### config.mk
export PLATFORM = sky130hd
export DESIGN_NAME = arm_pipelined_flags_unit
export DESIGN_NICKNAME = d
export VERILOG_FILES = /design/src/rtl/arm_pipelined_flags_unit.sv
export SDC_FILE = /design/constraint.sdc
export NUM_CORES = 1
export LEC_CHECK = 0
export CELL_PAD_IN_SITES_DETAIL_PLACEMENT = 1
export CELL_PAD_IN_SITES_GLOBAL_PLACEMENT = 1
export CORE_ASPECT_RATIO = 1.75
export CORE_MARGIN = 3
export CORE_UTILIZATION = 30
export DETAILED_ROUTE_END_ITERATION = 12
export GPL_TIMING_DRIVEN = 0
export PLACE_DENSITY_LB_ADDON = 0.1
export SLEW_MARGIN = 20
export SYNTH_ARGS = -nofsm -noshare
export SYNTH_HDL_FRONTEND = slang
export SYNTH_SLANG_ARGS = --single-unit
### constraint.sdc
create_clock -name i_CLK -period 5.95 [get_ports i_CLK]
set_clock_uncertainty 0.1 [all_clocks]
set_input_delay 1.19 -clock i_CLK [delete_from_list [all_inputs] [get_ports i_CLK]]
set_output_delay 1.19 -clock i_CLK [all_outputs]
set_load 0.02 [all_outputs]
### src/rtl/arm_pipelined_flags_unit.sv
`default_nettype none
// ============================================================================
//  Module   : arm_pipelined_flags_unit
//  Purpose  : Execute-stage ALU with registered NZCV flags, update pulse/counter
//  Revision : 1.0  initial release
// ============================================================================
module arm_pipelined_flags_unit #(
    parameter int DATA_WIDTH = 32
) (
    input  logic                  i_CLK,
    input  logic                  i_RST,
    input  logic                  i_Stall,
    input  logic                  i_Flush,
    input  logic                  i_Valid,
    input  logic                  i_CondEx,
    input  logic [1:0]            i_FlagWrite,
    input  logic [1:0]            i_ALUControl,
    input  logic [DATA_WIDTH-1:0] i_SrcA,
    input  logic [DATA_WIDTH-1:0] i_SrcB,
    input  logic                  i_ShifterCarry,
    output logic [DATA_WIDTH-1:0] o_ALUResult,
    output logic [1:0]            o_Flags_NZ,
    output logic [1:0]            o_Flags_CV,
    output logic                  o_FlagsUpdated,
    output logic [7:0]            o_UpdateCount
);

    localparam logic [0:0] c_IDLE    = 1'b0;
    localparam logic [0:0] c_UPDATED = 1'b1;

    logic [DATA_WIDTH-1:0] w_eff_b;
    logic [DATA_WIDTH:0]   w_sum;
    logic [DATA_WIDTH-1:0] w_result;
    logic                  w_arith;
    logic                  w_n;
    logic                  w_z;
    logic                  w_v;
    logic                  w_accept;
    logic                  w_write;

    logic [1:0] nz_q,    nz_d;
    logic [1:0] cv_q,    cv_d;
    logic [0:0] state_q, state_d;
    logic [7:0] count_q, count_d;

    // SUB is folded into the adder as A + ~B + 1
    always_comb begin
        w_arith  = ~i_ALUControl[1];
        w_eff_b  = i_ALUControl[0] ? ~i_SrcB : i_SrcB;
        w_sum    = {1'b0, i_SrcA} + {1'b0, w_eff_b}
                 + {{DATA_WIDTH{1'b0}}, i_ALUControl[0]};
        case (i_ALUControl)
            2'b10:   w_result = i_SrcA & i_SrcB;
            2'b11:   w_result = i_SrcA | i_SrcB;
            default: w_result = w_sum[DATA_WIDTH-1:0];
        endcase
        w_n = w_result[DATA_WIDTH-1];
        w_z = (w_result == '0);
        w_v = (i_SrcA[DATA_WIDTH-1] == w_eff_b[DATA_WIDTH-1])
            & (w_result[DATA_WIDTH-1] != i_SrcA[DATA_WIDTH-1]);
    end

    assign o_ALUResult = w_result;

    assign w_accept = i_Valid & i_CondEx & ~i_Stall & ~i_Flush;
    assign w_write  = w_accept & (i_FlagWrite != 2'b00);

    // Logical ops take C from the shifter and leave V untouched
    always_comb begin
        nz_d    = nz_q;
        cv_d    = cv_q;
        count_d = count_q;
        state_d = state_q;
        if (w_accept && i_FlagWrite[1]) begin
            nz_d = {w_n, w_z};
        end
        if (w_accept && i_FlagWrite[0]) begin
            if (w_arith) begin
                cv_d = {w_sum[DATA_WIDTH], w_v};
            end else begin
                cv_d[1] = i_ShifterCarry;
            end
        end
        if (w_write) begin
            count_d = count_q + 8'd1;
        end
        case (state_q)
            c_IDLE:    state_d = w_write ? c_UPDATED : c_IDLE;
            c_UPDATED: state_d = w_write ? c_UPDATED : c_IDLE;
            default:   state_d = c_IDLE;
        endcase
    end

    always_ff @(posedge i_CLK) begin
        if (i_RST) begin
            nz_q    <= 2'b00;
            cv_q    <= 2'b00;
            count_q <= 8'd0;
            state_q <= c_IDLE;
        end else begin
            nz_q    <= nz_d;
            cv_q    <= cv_d;
            count_q <= count_d;
            state_q <= state_d;
        end
    end

    assign o_Flags_NZ     = nz_q;
    assign o_Flags_CV     = cv_q;
    assign o_UpdateCount  = count_q;
    assign o_FlagsUpdated = (state_q == c_UPDATED);

endmodule
`default_nettype wire
==> results.cfg <==
[outcome]
outcome = finished, final reports clean

[timing]
final-hold-violation-count = 0
fin_setup_tns_ns = 0
min_period_ns = 5.82
worst_slew_pin_slew_ns = 0.598
drv_slew = 0
setup_violations = 0
finalCritPeriodShare = 0.978
rsz0062_at_grt = yes
whs_ns = 0.374
slew_headroom = 0.601
max_freq_ghz = 0.172

[pwr]
p_per_area_mw_per_mm2 = 176
p_int_uw = 479
peakVddDrop_v = 0.0000812
sw_frac_of_total = 0.470
pwr-share-comb = 0.760
switchingPower_uw = 424
power_frac_seq = 0.098
p_leak_uw = 0.00203
power_frac_clock = 0.142

[finish]
layout.nets = 734
finalNonFillerCells = 752
fin_util = 0.456
area_delta_synth_final_pct = 46.0
layout-drive-gt1-share = 0.0968
fillCellCount = 1433
multi_input_area_mm2 = 0.00323
diodes = 0
regArea_um2 = 260

[global_route]
gr-usage-met1 = 0.219
track_usage = 0.220
busiest_layer = met2
use_met3 = 0.0187
grt_pass1_wl_mm = 23.1
grt_overflow_total = 0
antenna_found_initial = 0
grt_pass1_vias = 4610
gr-usage-met2 = 0.460
grt_start_max_net_pins = 20

[floorplanning]
start_util = 0.312
die_w_um = 88.0
fp.coreArea_mm2 = 0.0113
ios = 120
die_area_mm2 = 0.0131
num_rows = 51
die-height_um = 149

[synthesis]
synth_top_family_by_area = compound AO/OA/AOI/OAI gates
synth_cells = 497
ys_types = 67
ys.flop_type = dfxtp_1
synthAdderAreaFrac = 0.208
synth-simple-area-share = 0.235
async_flop_share = 0
synth_edf_count = 0
ys_ff_latch = 13
synth_fp_nets = 610
yosys.area_share.xor_xnor = 0.159
avgSynthCellArea_um2 = 7.09
ys_seq_area_frac = 0.0738
syn-cell-area_mm2 = 0.00353
yosysWarnings = 0
synth_compound_area_frac = 0.262
yosys-mux-area-fraction = 0.0277

[setup_path]
startpoint_type = input port
crit_fanout = 10
path_delay_family = compound AO/OA/AOI/OAI gates
crit_arrival_ns = 4.53
r2r_slack_ns = 4.69
required_ns = 4.66
critPathCaptureType = output pin
reg2reg_depth = 4
path_class = in2out
critical_path.cell_chain = buf_4, clkbuf_16, buf_6, clkbuf_16, xor2_1, ha_2, a21oi_2, buf_4, o22ai_2, a211oi_2, a21oi_1, a311oi_2, mux2i_1, a211o_1, inv_1, dlygate4sd2_1
critical-path-slowest-cell = a311oi_2
path_buf_inv = 7
r2r-end = o_UpdateCount[5]
slowest_delay_ns = 0.35
r2r_start = o_UpdateCount[2]

[clock_network]
cts_buffer_depth = 2
numCtsBuffers = 3
clkSlewWorstSetupHoldPaths_ns = 0.05
clkSinkCount = 13
cts_tree = done
clk_latency_ns = 0.25
htree_num_levels = 1
root_buffer = clkbuf_16

[min_path]
min_path_type = reg2reg
hold_path_depth = 2
worstHoldStart = o_Flags_CV[1]
hold-path-endpoint = o_Flags_CV[1]

[routing]
drt_pass1_iterations = 4
drt_wl_total_mm = 14.6
vias = 4249
wl_per_cell_um = 19.4
via_per_inst = 5.65
drtAntennaViolNets = 0
drc = 0
drtIter0Drc = 78

[placement]
dp_cells = 747
port_buffers = 118
place_congestion = 0.909
dp_hpwl_mm = 12.1

[job]
maxCapViolCount = 0
[cell type report]
class | count | area share
Multi-Input combinational cell | 453 | 0.628
Timing Repair Buffer | 123 | 0.236
Sequential cell | 13 | 0.0506
Tap cell | 132 | 0.0321
Buffer | 16 | 0.0297
Clock buffer | 3 | 0.0146
Inverter | 11 | 0.00802
Clock inverter | 1 | 0.000973
[timing repair]
item	in CTS	in global routing
pin swaps	3	5
setup endpoints to repair	34	14
resized for setup	37	22
setup buffers	3	2
hold buffers	0	0
[how the worst max path moves through the flow]
stage                    startpoint         endpoint  slack (ns)  cells after the start
finish              i_ALUControl[0]  o_ALUResult[25]        0.13                     16
global route        i_ALUControl[0]  o_ALUResult[25]       -0.04                     16
CTS                 i_ALUControl[0]  o_ALUResult[17]      0.0006                     13
detailed placement  i_ALUControl[0]  o_ALUResult[31]       -1.85                     16
global placement    i_ALUControl[0]  o_ALUResult[31]       -1.82                     16
floorplan           i_ALUControl[0]  o_ALUResult[21]        0.07                     15
[kinds of logic after synthesis]
kind of cell	Yosys count
mux	8
flops	13
compound gates	148
buf+inv	31
xor+xnor	64
simple gates	170
fa+ha+maj	63
[sequential cells by signal, summed over array words and instances (netlist names)]
register and cells:
o_UpdateCount 8, o_Flags_CV 2, o_Flags_NZ 2, o_FlagsUpdated 1
[worst register-to-register path, cell delays in order, from the launching register on]
cell and delay [ns]:
dfxtp_1 0.41, and4_1 0.29, nand3_1 0.12, xor2_1 0.15, nor2_1 0.05
[layer usage]
metal / wire length (µm) / up-vias
met5: 0 / -
met1: 5320 / 2042
met2: 8320 / 108
li1: - / 2068
met4: 429 / 0
met3: 528 / 31
[power groups by stage]
stage	Combinational [µW]	Sequential [µW]	Clock [µW]
6_report	686	88.6	129
2_1_floorplan	411	91.2	0
3_5_place_dp	665	90.3	0
4_1_cts	679	88.6	129
5_1_grt	749	88.6	134
3_3_place_gp	656	90.3	0
[metrics by stage]
stage / cell area [µm²] / total power, µW / setup slack [ns]
floorplan: 3540 / 502 / 0.0701
global placement: 4880 / 746 / -1.82
detailed placement: 4880 / 755 / -1.85
CTS: 5090 / 896 / 0.000618
global route: 5150 / 971 / -0.0449
finish: 5150 / 904 / 0.133
[synth_stat cells (all sizes together) (2+ instances only)]
master | count | area (µm²)
inv | 11 | 41.3
a211o | 4 | 35.0
nor2b | 4 | 32.5
nand2 | 69 | 259
xor2 | 43 | 377
maj3 | 25 | 250
o31a | 2 | 17.5
buf | 8 | 35.0
or3b | 2 | 17.5
nor2 | 32 | 120
nand4b | 2 | 17.5
nand2b | 6 | 37.5
nand3 | 13 | 65.1
or2 | 3 | 18.8
mux2 | 4 | 45.0
nand4 | 8 | 50.1
nand3b | 2 | 15.0
xnor2 | 21 | 184
or4 | 5 | 37.5
o211ai | 3 | 22.5
o2111ai | 2 | 17.5
ha | 37 | 463
a211oi | 4 | 35.0
a221o | 3 | 30.0
dfxtp | 13 | 260
clkbuf | 12 | 45.0
o21ai | 62 | 314
a21o | 5 | 37.5
and3 | 3 | 18.8
a31oi | 3 | 18.8
o22ai | 2 | 18.8
o21bai | 4 | 30.0
a21oi | 40 | 211
mux2i | 4 | 52.6
or3 | 2 | 12.5
nor4 | 4 | 31.3
o31ai | 3 | 27.5
nor3 | 10 | 50.1
[cell usage in the layout (no fill, tap or decap), types with 4 or more instances in the layout]
cell type / Yosys / routed
a211o_1: 4 / 4
a21o_1: 5 / 5
a21oi_1: 37 / 32
a21oi_2: 3 / 7
buf_4: 0 / 6
clkbuf_16: 0 / 6
clkbuf_2: 0 / 4
clkdlybuf4s50_1: 0 / 105
dfxtp_1: 13 / 13
dlygate4sd2_1: 0 / 6
dlymetal6s2s_1: 0 / 4
ha_1: 37 / 35
inv_1: 11 / 11
maj3_1: 25 / 25
mux2_2: 4 / 4
nand2_1: 69 / 68
nand2b_1: 6 / 6
nand3_1: 13 / 13
nand4_1: 8 / 8
nor2_1: 32 / 32
nor3_1: 10 / 9
o21ai_0: 47 / 40
o21ai_1: 14 / 18
o21ai_2: 1 / 4
or4_1: 5 / 5
xnor2_1: 21 / 21
xor2_1: 43 / 42
(Power assumes the default switching activity.)
==> patch 1: new RTL, same settings <==
Set the parameter `DATA_WIDTH` to 64 (it was 32).
--- a/src/rtl/arm_pipelined_flags_unit.sv
+++ b/src/rtl/arm_pipelined_flags_unit.sv
@@ -6,5 +6,5 @@
 // ============================================================================
 module arm_pipelined_flags_unit #(
-    parameter int DATA_WIDTH = 32
+    parameter int DATA_WIDTH = 64
 ) (
     input  logic                  i_CLK,
Ports: changed (resized i_SrcA, i_SrcB and o_ALUResult); port bits go from 120 to 216. The function was not compared with the original's and may differ.
==> patch 1 against the original RTL <==
- the flow now finishes with violations (setup timing)
- register-to-register slack is essentially flat
- total power rose by 140%
- worst setup slack worse by 210 ps
- sequential cell count stayed put
- design area is 140% higher
- synthesized area increased by 120%
- wire length grew to 3.3 times the old value
- die area up 110%
- combinational power rose to 2.8 times the old value
- highest routed layer unchanged
==> patch 1: results <==
set metrics [dict create \
    synthTopCellsByArea "ha_1 11%, xor2_1 8.7%, a21oi_1 7.5%" \
    grt_pass1_vias 11500 \
    synth_nets 1386 \
    post_cts_buffers 60 \
    grt_pass1_wl_mm 68.5 \
    r2r-end "o_UpdateCount[7]$_SDFFE_PP0P_" \
    cp.arrival_ps 4740 \
    critPathMaxFanout 9 \
    hp-start "o_Flags_NZ[0]$_SDFFE_PP0P_" \
    dp_hpwl_mm 37.8 \
    area_delta_synth_final_pct 58.7 \
    slowest_delay_ps 520 \
    num-clock-buffers 4 \
    clkCellAreaFrac_pct 0.634 \
    fillers 3136 \
    peakVddDrop_mv 0.171 \
    grtUsageTotal_pct 31.9 \
    status "complete, but fails checks" \
    seq_area_share_pct 2.09 \
    place.gp.congestion 1.01 \
    cpMaxStageDelayCell "or4_4" \
    inverters 29 \
    drt_iter0_markers 681 \
    crit_family "simple AND/OR/NAND/NOR gates" \
    placed_area_sq_um 10600 \
    ys_types 90 \
    met2_usage_pct 60.4 \
    core_sq_um 25500 \
    vias 11000 \
    drive_above_1_share_pct 21.7 \
    ys_seq_area_share_pct 3.32 \
    synth.avg_cell_area_sq_um 6.66 \
    tns_ps -104 \
    min_to "o_Flags_NZ[0]$_SDFFE_PP0P_" \
    relSlewSlack_pct 38.4 \
    met1_usage_pct 32.3 \
    setup_ws_ps -76.1 \
    worst_hold_slack_ps 376 \
    setup_violations 3 \
    reg2reg_slack_ps 4700 \
    use_met3_pct 3.27 \
    violations "setup timing" \
]
patch 1: cell count changes after synthesis, moves of 30 or more:
cell / delta
o21ai_0: +38
a21oi_1: +80
nand2_1: +63
nor3_1: +30
ha_1: +32
nor2_1: +75
xor2_1: +35
patch 1: how the worst max path moves through the flow:
stage	endpoint	slack, ps	depth (start not counted)
3_5_place_dp	o_ALUResult[52]	-2170	19
6_report	o_ALUResult[54]	-80	16
5_1_grt	o_ALUResult[54]	-110	13
2_1_floorplan	o_ALUResult[54]	-170	16
4_1_cts	o_ALUResult[54]	-190	16
3_3_place_gp	o_ALUResult[52]	-2470	17
patch 1: power by group:
part	total, mW	internal [mW]	switching (mW)
sequential	0.0887	0.0881	0.000568
clock	0.127	0.0903	0.0366
combinational	1.93	0.795	1.13
patch 1: kinds of logic after synthesis:
group	synth area share (%)
buffers and inverters	5.38
XOR/XNOR	10.6
multiplexers	2.09
flip-flops	3.32
AND/OR/NAND/NOR	27.9
adder cells (fa/ha/maj)	16.8
AO/OA/AOI/OAI	34.0
==> patch 2: new RTL, same flow settings <==
Without the edit above. Reset style: asynchronous (`i_RST`), changed in one clocked block.
--- a/src/rtl/arm_pipelined_flags_unit.sv
+++ b/src/rtl/arm_pipelined_flags_unit.sv
@@ -92,5 +92,5 @@
     end
 
-    always_ff @(posedge i_CLK) begin
+    always_ff @(posedge i_CLK or posedge i_RST) begin
         if (i_RST) begin
             nz_q    <= 2'b00;
Behaviour: differs if i_RST is asserted again (counterexample within 4 cycles, from zero or initial values and one cycle with i_RST high); with i_RST held inactive, the same outputs for 10 cycles.
==> patch 2 against the original RTL <==
- total power is 13% higher
- design area is 2.6% higher
- clock power decreased by 4%
- wire length increased by 2.7%
- sequential cell count unchanged
- synthesized area increased by 2.7%
- via count up 1.4%
- worst setup slack better by 55 ps
- sequential power is 40% higher
- largest cell class unchanged
==> patch 2: results <==
set metrics [dict create \
    antenna_found_initial 0 \
    clk_path_buf_depth 2 \
    slowest_delay_ps 440 \
    p_leak_nw 2.24 \
    peakVddDrop_mv 0.0855 \
    clkTransAtPathRegs_ps 40 \
    worst_hold_slack_ps 375 \
    min_to "o_UpdateCount[7]$_DFFE_PP0P_" \
    wl_per_cell_um 20.0 \
    hp-start "o_UpdateCount[7]$_DFFE_PP0P_" \
    synth_nets 610 \
    reg2reg_slack_ps 4690 \
    cts.htree.levels 1 \
    grtUsageTotal_pct 21.5 \
    status "completed" \
    synthTopCellsByArea "ha_1 13%, xor2_1 10%, dfrtp_1 9.0%" \
    cp.arrival_ps 4470 \
    critPathMaxFanout 19 \
    drive_above_1_share_pct 9.59 \
    dp_hpwl_mm 12.4 \
    diodes 0 \
    async_flop_share_pct 100 \
    finish.net_count 729 \
    via_per_inst 5.74 \
    grt_pass1_wl_mm 22.8 \
    r2r-end "o_UpdateCount[7]$_DFFE_PP0P_" \
    grt_pass1_vias 4591 \
    setup_ws_ps 189 \
    dp_slack_ps -2040 \
    vias 4307 \
    cpMaxStageDelayCell "or3b_4" \
    hp-class "reg2reg" \
    port_buffers 118 \
    fillers 1462 \
    endpoint "o_ALUResult[21]" \
    synth_commonest_cells "65 x nand2_1, 42 x xor2_1, 37 x ha_1, 31 x a21oi_1" \
    drt_iter0_markers 115 \
    ys_types 63 \
    largest_register_ffs 8 \
    place.gp.congestion 0.896 \
    relSlewSlack_pct 59.8 \
    synth_ff_type "dfrtp_1" \
    swShare_pct 47.5 \
    clock_latency_ps 240 \
    crit_start "i_ALUControl[0]" \
    hold_path_depth 1 \
    syn_inst 497 \
    cts_made_buffers 3 \
    yosysWarnings 0 \
    dp_cells 750 \
    ys_seq_area_share_pct 8.98 \
    grt_max_degree 20 \
    synth_top_area_share_pct 12.8 \
    crit_family "buffers and inverters" \
    r2r_start "o_UpdateCount[0]$_DFFE_PP0P_" \
    placed_area_sq_um 5030 \
    drt_pass1_iterations 4 \
]
==> patch 2: changes by cell type after synthesis, moves of 9 or more <==
cell     change
xnor2_1      -9
a21o_1      +13
dfxtp_1     -13
dfrtp_1     +13
o21ai_1     -14
o21ai_0     -24
==> patch 2: repair_timing <==
item,in CTS,in global routing
gates cloned,0,0
buffers inserted,1,2
pin swaps,2,1
endpoints found under the setup margin,34,19
resized for setup,48,31
==> patch 2: per-layer routing <==
| metal | GRT usage [%] | share of wire, % | vias up | wire, um |
|---|---|---|---|---|
| met1 | 22.7 | 39 | 2069 | 5780 |
| met2 | 42.5 | 55 | 115 | 8190 |
| met5 | 0 | 0 | - | 0 |
| met3 | 1.36 | 3.0 | 35 | 448 |
| li1 | - | - | 2088 | - |
| met4 | 7.97 | 3.7 | 0 | 561 |
==> patch 2: logic make-up (layout without fill, tap and decap cells) <==
kind of cell / after synthesis / count (layout) / synth area share, %
buffers and inverters: 37 / 155 / 4.18
AO/OA/AOI/OAI: 138 / 138 / 26.0
flip-flops: 13 / 13 / 8.98
multiplexers: 6 / 6 / 1.73
AND/OR/NAND/NOR: 181 / 181 / 24.4
XOR/XNOR: 54 / 54 / 13.1
adder cells (fa/ha/maj): 68 / 68 / 21.6
==> patch 2: area by class of cell <==
cell class	instances	area, sq um	share of cell area, %
Multi-Input combinational cell	447	3320	62.9
Timing Repair Buffer	121	1190	22.6
Sequential cell	13	325	6.16
Tap cell	135	169	3.20
Buffer	17	141	2.68
Clock buffer	4	78.8	1.49
Inverter	13	48.8	0.925
==> patch 2: power by group through the flow <==
stage	Clock (mW)	Sequential [mW]	Combinational, mW
after CTS	0.126	0.125	0.764
after global placement	0	0.124	0.730
after detailed placement	0	0.126	0.745
after floorplan	0	0.144	0.430
after global routing	0.131	0.127	0.833
final	0.124	0.124	0.771
